### config.mk
export PLATFORM = sky130hd
export DESIGN_NAME = rgb_pwm_flat
export DESIGN_NICKNAME = d
export VERILOG_FILES = /design/src/rtl/rgb_pwm_if.sv /design/src/rtl/rgb_pwm.sv /design/src/flat_wrapper.sv
export SDC_FILE = /design/constraint.sdc
export NUM_CORES = 1
export LEC_CHECK = 0
export ABC_AREA = 0
export CAP_MARGIN = 20
export CORE_ASPECT_RATIO = 0.7
export CORE_UTILIZATION = 40
export DETAILED_ROUTE_END_ITERATION = 10
export RECOVER_POWER = 50
export SYNTH_ARGS = -nofsm -noshare
export SYNTH_HDL_FRONTEND = slang
export SYNTH_SLANG_ARGS = --single-unit
### constraint.sdc
create_clock -name clk -period 2.6 [get_ports clk]
set_clock_uncertainty 0.2 [all_clocks]
set_input_delay 0.52 -clock clk [delete_from_list [all_inputs] [get_ports clk]]
set_output_delay 0.52 -clock clk [all_outputs]
set_load 0.02 [all_outputs]
### src/rtl/rgb_pwm_if.sv
// Duty words in, LED drives and period strobe out, for the RGB PWM stage.
interface rgb_pwm_if #(
    parameter int DUTY_W = 7
);
    logic              en;
    logic [DUTY_W-1:0] r_duty;
    logic [DUTY_W-1:0] g_duty;
    logic [DUTY_W-1:0] b_duty;
    logic              led_r;
    logic              led_g;
    logic              led_b;
    logic              period_start;

    modport master (
        output en, r_duty, g_duty, b_duty,
        input  led_r, led_g, led_b, period_start
    );

    modport slave (
        input  en, r_duty, g_duty, b_duty,
        output led_r, led_g, led_b, period_start
    );
endinterface

### src/rtl/rgb_pwm.sv
// Three-channel PWM LED driver with prescaler and period-aligned duty shadows; led_* lag pwm_cnt by 1 clk, no backpressure.
// Define RGB_PWM_FADE_EN to make shadows step by one toward the duty inputs at each period wrap.
module rgb_pwm #(
    parameter int DUTY_W   = 7,
    parameter int PRESCALE = 100
) (
    input  logic       clk,
    input  logic       reset_n,
    rgb_pwm_if.slave   bus
);
    localparam int                PRE_W   = (PRESCALE > 1) ? $clog2(PRESCALE) : 1;
    localparam logic [PRE_W-1:0]  PRE_MAX = PRE_W'(PRESCALE - 1);
    localparam logic [DUTY_W-1:0] CNT_MAX = DUTY_W'((1 << DUTY_W) - 2);

    typedef enum logic {S_IDLE, S_RUN} state_t;

    state_t            r_state;
    logic [PRE_W-1:0]  r_pre_cnt;
    logic [DUTY_W-1:0] r_pwm_cnt;
    logic [DUTY_W-1:0] r_shadow_r;
    logic [DUTY_W-1:0] r_shadow_g;
    logic [DUTY_W-1:0] r_shadow_b;
    logic              r_led_r;
    logic              r_led_g;
    logic              r_led_b;
    logic              r_period_start;

    logic w_tick;
    logic w_wrap;

    assign w_tick = (r_pre_cnt == PRE_MAX);
    assign w_wrap = w_tick && (r_pwm_cnt == CNT_MAX);

`ifdef RGB_PWM_FADE_EN
    function automatic logic [DUTY_W-1:0] fade_step(input logic [DUTY_W-1:0] cur,
                                                    input logic [DUTY_W-1:0] tgt);
        if (cur < tgt)      return cur + 1'b1;
        else if (cur > tgt) return cur - 1'b1;
        else                return cur;
    endfunction
`endif

    always_ff @(posedge clk or negedge reset_n) begin
        if (!reset_n) begin
            r_state        <= S_IDLE;
            r_pre_cnt      <= '0;
            r_pwm_cnt      <= '0;
            r_shadow_r     <= '0;
            r_shadow_g     <= '0;
            r_shadow_b     <= '0;
            r_led_r        <= 1'b0;
            r_led_g        <= 1'b0;
            r_led_b        <= 1'b0;
            r_period_start <= 1'b0;
        end else begin
            case (r_state)
                S_IDLE: begin
                    r_pre_cnt      <= '0;
                    r_pwm_cnt      <= '0;
                    r_led_r        <= 1'b0;
                    r_led_g        <= 1'b0;
                    r_led_b        <= 1'b0;
                    r_period_start <= 1'b0;
                    // Entry loads the duties directly so the first period is already correct.
                    if (bus.en) begin
                        r_state        <= S_RUN;
                        r_shadow_r     <= bus.r_duty;
                        r_shadow_g     <= bus.g_duty;
                        r_shadow_b     <= bus.b_duty;
                        r_period_start <= 1'b1;
                    end
                end
                S_RUN: begin
                    if (!bus.en) begin
                        r_state        <= S_IDLE;
                        r_pre_cnt      <= '0;
                        r_pwm_cnt      <= '0;
                        r_led_r        <= 1'b0;
                        r_led_g        <= 1'b0;
                        r_led_b        <= 1'b0;
                        r_period_start <= 1'b0;
                    end else begin
                        r_led_r        <= (r_pwm_cnt < r_shadow_r);
                        r_led_g        <= (r_pwm_cnt < r_shadow_g);
                        r_led_b        <= (r_pwm_cnt < r_shadow_b);
                        r_period_start <= w_wrap;
                        if (w_tick) begin
                            r_pre_cnt <= '0;
                            r_pwm_cnt <= w_wrap ? '0 : r_pwm_cnt + 1'b1;
                        end else begin
                            r_pre_cnt <= r_pre_cnt + 1'b1;
                        end
                        if (w_wrap) begin
`ifdef RGB_PWM_FADE_EN
                            r_shadow_r <= fade_step(r_shadow_r, bus.r_duty);
                            r_shadow_g <= fade_step(r_shadow_g, bus.g_duty);
                            r_shadow_b <= fade_step(r_shadow_b, bus.b_duty);
`else
                            r_shadow_r <= bus.r_duty;
                            r_shadow_g <= bus.g_duty;
                            r_shadow_b <= bus.b_duty;
`endif
                        end
                    end
                end
                default: r_state <= S_IDLE;
            endcase
        end
    end

    assign bus.led_r        = r_led_r;
    assign bus.led_g        = r_led_g;
    assign bus.led_b        = r_led_b;
    assign bus.period_start = r_period_start;
endmodule

### src/flat_wrapper.sv
// flat-port wrapper written by rule: the top's interface ports become plain ports
module rgb_pwm_flat 
#(
    parameter int DUTY_W   = 7,
    parameter int PRESCALE = 100
)
  (clk, reset_n, bus_en, bus_r_duty, bus_g_duty, bus_b_duty, bus_led_r, bus_led_g, bus_led_b, bus_period_start);
  rgb_pwm_if #(.DUTY_W(DUTY_W)) bus_i ();
  input  logic clk;
  input  logic reset_n;
  input wire logic [$bits(bus_i.en)-1:0] bus_en;
  input wire logic [$bits(bus_i.r_duty)-1:0] bus_r_duty;
  input wire logic [$bits(bus_i.g_duty)-1:0] bus_g_duty;
  input wire logic [$bits(bus_i.b_duty)-1:0] bus_b_duty;
  output wire logic [$bits(bus_i.led_r)-1:0] bus_led_r;
  output wire logic [$bits(bus_i.led_g)-1:0] bus_led_g;
  output wire logic [$bits(bus_i.led_b)-1:0] bus_led_b;
  output wire logic [$bits(bus_i.period_start)-1:0] bus_period_start;
  assign bus_i.en = bus_en;
  assign bus_i.r_duty = bus_r_duty;
  assign bus_i.g_duty = bus_g_duty;
  assign bus_i.b_duty = bus_b_duty;
  assign bus_led_r = bus_i.led_r;
  assign bus_led_g = bus_i.led_g;
  assign bus_led_b = bus_i.led_b;
  assign bus_period_start = bus_i.period_start;
  rgb_pwm #(.DUTY_W(DUTY_W), .PRESCALE(PRESCALE)) u_core (.clk(clk), .reset_n(reset_n), .bus(bus_i));
endmodule
## Word-level counts from Yosys, hierarchy flattened

Index checks and enable logic that the tools add are counted.

- Bitwise logic cells: 1
- Reduce and logical (&&, ||, !) cells: 2
- Eq/ne operators: 6
- Magnitude comparators: 3
- Add/sub/neg operators: 2
- Multiplexer cells: 28

Operator list:

| cell | number |
|---|---|
| two-way mux 7 bit | 14 |
| one-hot mux 7 bit (2 select lines) | 5 |
| less-than comparator 7 bit | 3 |
| adder 7 x 1 -> 7 bit (second input constant) | 2 |
| == test 7 bit (second input constant) | 2 |
| one-hot mux 1 bit (2 select lines) | 4 |
| inequality test 2 bit (second input constant) | 3 |
| two-way mux 1 bit | 5 |
| inequality test 3 bit (second input constant) | 1 |
| AND reduction 3 bit | 1 |
| logical AND 1 bit | 1 |
| inverter 1 bit | 1 |

- Output and inout port bits: 4
- Bits of input ports: 24
- Register bits: 40
- Word-level logic and storage cells: 52

## Longest topological paths before layout

Gate-level depths: netlist (run 1).

- Depth after elaboration: 6
- Depth in mapped cells: 7

## Least setup slack after synthesis (run 1)

Ideal clock, no wire load.

- Kind: flip-flop to flip-flop
- From: register u_core.r_pre_cnt[3]
- To: register u_core.r_shadow_b[0]
- Data required time: 2275 ps
- Buffers on the path: 1
- Stages on the path, launching flop included: 6
- Setup slack: 407 ps
- Setup time: 125 ps
- Arrival time: 1867 ps
- Period minus slack after synthesis: 2193 ps
- Path through: dfrtp_1 > or4b_4 > o41ai_2 > nand2_2 > buf_6 > mux2_4

- Word-level cells in the longest chain between the ends: 4

Ends and longest elaborated chain:

| item | RTL line | source |
|---|---|---|
| start, declared | rgb_pwm.sv:18 | `logic [PRE_W-1:0] r_pre_cnt;` |
| start signal, assigned | rgb_pwm.sv:91 | `r_pre_cnt <= r_pre_cnt + 1'b1;` |
| == test 7 bit | rgb_pwm.sv:31 | `assign w_tick = (r_pre_cnt == PRE_MAX);` |
| logical AND 1 bit | rgb_pwm.sv:32 | `assign w_wrap = w_tick && (r_pwm_cnt == CNT_MAX);` |
| inequality test 2 bit (no line) | - |  |
| AND reduction 3 bit (no line) | - |  |
| end signal, assigned | rgb_pwm.sv:69 | `r_shadow_b <= bus.b_duty;` |
| end signal, assigned | rgb_pwm.sv:101 | `r_shadow_b <= bus.b_duty;` |
| end, declared | rgb_pwm.sv:22 | `logic [DUTY_W-1:0] r_shadow_b;` |

No other way between the ends.
A chain may end at the register's enable or synchronous reset.

## Worst setup path after layout (run 1)

- From: register u_core.r_pre_cnt[3]
- To: register u_core.r_shadow_r[2]

- Word-level cells in the longest chain between the ends: 4

Ends and longest elaborated chain:

| item | RTL line | source |
|---|---|---|
| == test 7 bit | rgb_pwm.sv:31 |  |
| logical AND 1 bit | rgb_pwm.sv:32 |  |
| inequality test 2 bit (no line) | - |  |
| AND reduction 3 bit (no line) | - |  |
| end signal, assigned | rgb_pwm.sv:67 | `r_shadow_r <= bus.r_duty;` |
| end signal, assigned | rgb_pwm.sv:99 | `r_shadow_r <= bus.r_duty;` |
| end, declared | rgb_pwm.sv:20 | `logic [DUTY_W-1:0] r_shadow_r;` |

No other way between the ends.

==> results by group, run 1 <==
Run status
  • Outcome: finished clean

Synth
  • Cell variety after synth: 31
  • Top_reg_cell synth: dfrtp_1
  • Mapped Cells: between 150 and 200
  • Post-synthesis async set-or-reset flop share: 100.0%
  • Syn_nets: around 230
  • Yosys warnings: 0
  • Syn_area_per_cell: between 10 and 15 sq um
  • Number of flops mapped to enable cells by yosys: 0
  • Synthesized flop and latch total: 40
  • Synthesized area: 2178 sq um
  • Sequential area share after synthesis: 45.95%

Cells and area
  • Final Core Density: 49.88%
  • Most frequent cells in the layout: dfrtp_1 (40), clkdlybuf4s50_1 (25), inv_1 (21), ha_1 (21), mux2_4 (19)
  • Area delta synth->final: 19.76%
  • Diode count: 0
  • NumNets Final: approximately 270
  • Share of layout cells above drive strength 1: around 16%
  • Most common library cell in the layout ignoring fill and taps: dfrtp_1
  • Area of the multi-input gates: 1072 sq um
  • Layout fillers: ~500
  • Storage element area: 1001 sq um

Floorplanning
  • Die X: 90.21 microns
  • Core area: 5230 sq um
  • Std-Cell Rows: 22
  • Die ar.: 5750 sq um
  • Die height: ~64 microns
  • Ports: 28
  • Initial core utilization: about two fifths

Global routing
  • Vias in the first global route: roughly 1400
  • Total track usage: between 10% and 20%
  • Initial antenna violation count: 0
  • Gr ovfl total: 0
  • Largest net degree at the start of global routing: 41
  • Global-route wire length before repair: 6837 microns

Placed design
  • IO buf count: 27
  • HPWL Detailed: 2662 microns
  • Routability Congestion: between 0.8 and 0.9

Setup path
  • CP required: between 2000 and 3000 ps
  • Worst Setup Start Kind: register
  • WS Path Type: register to register
  • Worst Path Max Fanout: 22
  • FF-to-FF Start: u_core.r_pre_cnt[3]$_DFF_PN0_
  • R2R Setup Slk: about 270 ps
  • R2R Path End: u_core.r_shadow_r[2]$_DFFE_PN0P_
  • Critical path capture point type: register
  • CP arrival: 2310 ps
  • R2r worst-path depth: 5

Pwr
  • Max VDD drop: 0.1872 mV
  • Pwr/cell area: just over 500 nW/um^2
  • P_leak: 1.341 nW
  • Total power: about 1.3 mW

Route
  • Routed WL: 3934 microns
  • Initial DRC count: 25
  • Drt wl/cell: 13.34 microns
  • DRC: 0
  • DR pass1 iterations: 4
  • Final ANT Viol Nets: 0
  • Vias per cell: 4.939
  • DR vias: 1457

Clocking
  • H-tree depth: 2
  • Bufs on Longest Clock Path: 2
  • TritonCTS clock tree: yes
  • Cts bufs inserted: 5
  • Hold_buf cts: 0
  • Worst skew pair latency: 290 ps
  • Setup bufs post-CTS: 0
  • Post-CTS Resized: 0
  • Clock sinks: 40
  • Clk root buf: clkbuf_8
  • Reg clk slew, reported paths: approximately 80 ps

STA
  • Actual slew at the worst max-slew pin: ~1000 ps
  • Final count of pins violating max slew: 0
  • Final setup fails: 0
  • RSZ-0062 raised after global routing: no
  • Final Hold Fails: 0
  • Final worst-path cycle share: 89.79%
  • Slew margin rel.: 34.70%
  • Min Tclk post-route: 2335 ps
  • FMAX: between 400 and 500 MHz
  • Setup TNS: 0 ps

Worst hold path
  • Hold crit path type: primary input to async pin

Flow run
  • Max-Cap Viols: 0
[layout make-up]
cell class	instances	share of cell area, %
multi-input cells	125	41.10
flip-flops and latches	40	38.37
repair buffers	30	10.94
well taps	72	3.453
inverters	21	3.022
clock buffers	5	2.638
clock inverters	2	0.4796
[layer usage]
layer | vias to the layer above | global-route usage, % | wire length, microns
met2 | 38 | 22.23 | 1643
li1 | 724 | - | -
met4 | 0 | 7.460 | 65
met5 | - | 0 | 0
met1 | 689 | 21.48 | 2022
met3 | 6 | 4.167 | 202
[stage by stage]
step | instances | setup slack (ps) | cell area [sq um] | hold WS [ps]
6_report | 295 | 265.5 | 2609 | 258.2
5_1_grt | 295 | 210.4 | 2609 | 328.4
4_1_cts | 295 | 257.4 | 2611 | 96.52
3_5_place_dp | 288 | 262.1 | 2530 | 293.0
3_3_place_gp | 288 | 314.1 | 2530 | 292.1
2_1_floorplan | 189 | 407.4 | 2178 | 24.41
[sequential cells by signal, summed over array words and instances, names as in the netlist]
register and cells:
u_core.bus.period_start 1, u_core.r_shadow_g 7, u_core.r_state 1, u_core.r_pwm_cnt 7
u_core.bus.led_g 1, u_core.r_shadow_b 7, u_core.r_shadow_r 7, u_core.bus.led_b 1
u_core.r_pre_cnt 7, u_core.bus.led_r 1
[Yosys cell counts, types with 4 or more instances]
library cell / count / area [sq um]
a21oi_1: 10 / 50.05
o211a_1: 4 / 40.04
nand4_1: 4 / 25.02
dfrtp_1: 40 / 1001
nand3_1: 4 / 20.02
mux2_4: 19 / 285.3
nor2_1: 15 / 56.30
nor3_1: 4 / 20.02
o21ai_0: 5 / 25.02
a21o_1: 5 / 37.54
ha_1: 21 / 262.8
nand2_1: 6 / 22.52
inv_1: 21 / 78.83
[report_power, final]
group          total [mW]  leakage, nW  switching [mW]  internal, mW
combinational       0.219        0.796          0.0831         0.136
clock               0.402       0.0400           0.220         0.182
sequential          0.707        0.504          0.0309         0.676
[cells by family (layout without fill, tap and decap cells)]
logic type	after synthesis	after routing	share of synthesized area, %
AO/OA/AOI/OAI	30	30	9.593
XOR/XNOR	5	5	2.011
adder cells (fa/ha/maj)	21	21	12.06
buffers and inverters	24	58	4.825
flip-flops	40	40	45.95
multiplexers	21	21	14.13
AND/OR/NAND/NOR	48	48	11.43
[worst max-delay path by stage]
stage	to	from	slack (ps)
floorplan	u_core.r_shadow_b[0]$_DFFE_PN0P_	u_core.r_pre_cnt[3]$_DFF_PN0_	410
global placement	u_core.r_shadow_b[2]$_DFFE_PN0P_	u_core.r_pre_cnt[3]$_DFF_PN0_	310
detailed placement	u_core.r_shadow_b[2]$_DFFE_PN0P_	u_core.r_pre_cnt[3]$_DFF_PN0_	260
CTS	u_core.r_shadow_b[2]$_DFFE_PN0P_	u_core.r_pre_cnt[3]$_DFF_PN0_	260
global route	u_core.r_shadow_r[2]$_DFFE_PN0P_	u_core.r_pre_cnt[2]$_DFF_PN0_	210
finish	u_core.r_shadow_r[2]$_DFFE_PN0P_	u_core.r_pre_cnt[3]$_DFF_PN0_	270
[critical path, stage by stage (launching register included)]
cell     delay (ps)
dfrtp_1         420
or4b_4          580
o41ai_2         360
nand2_2          70
buf_4           260
mux2_4          330
(Power assumes the default switching activity.)
==> run 2: changes to the inputs <==
--- a/config.mk
+++ b/config.mk
@@ -5,8 +5,6 @@
 export SDC_FILE = /design/constraint.sdc
 export NUM_CORES = 1
 export LEC_CHECK = 0
-export ABC_AREA = 0
-export CAP_MARGIN = 20
 export CORE_ASPECT_RATIO = 0.7
 export CORE_UTILIZATION = 40
 export DETAILED_ROUTE_END_ITERATION = 10
==> results of run 2 <==
No change in the layout: final DEF, timing and power equal those of run 1.
==> run 3: changes to the inputs <==
--- a/config.mk
+++ b/config.mk
@@ -9,6 +9,7 @@
 export CORE_UTILIZATION = 40
 export DETAILED_ROUTE_END_ITERATION = 10
 export RECOVER_POWER = 50
+export SETUP_SLACK_MARGIN = 0.05
 export SYNTH_ARGS = -nofsm -noshare
 export SYNTH_HDL_FRONTEND = slang
 export SYNTH_SLANG_ARGS = --single-unit
==> results of run 3 <==
No change in the layout: final DEF, timing and power equal those of run 1.
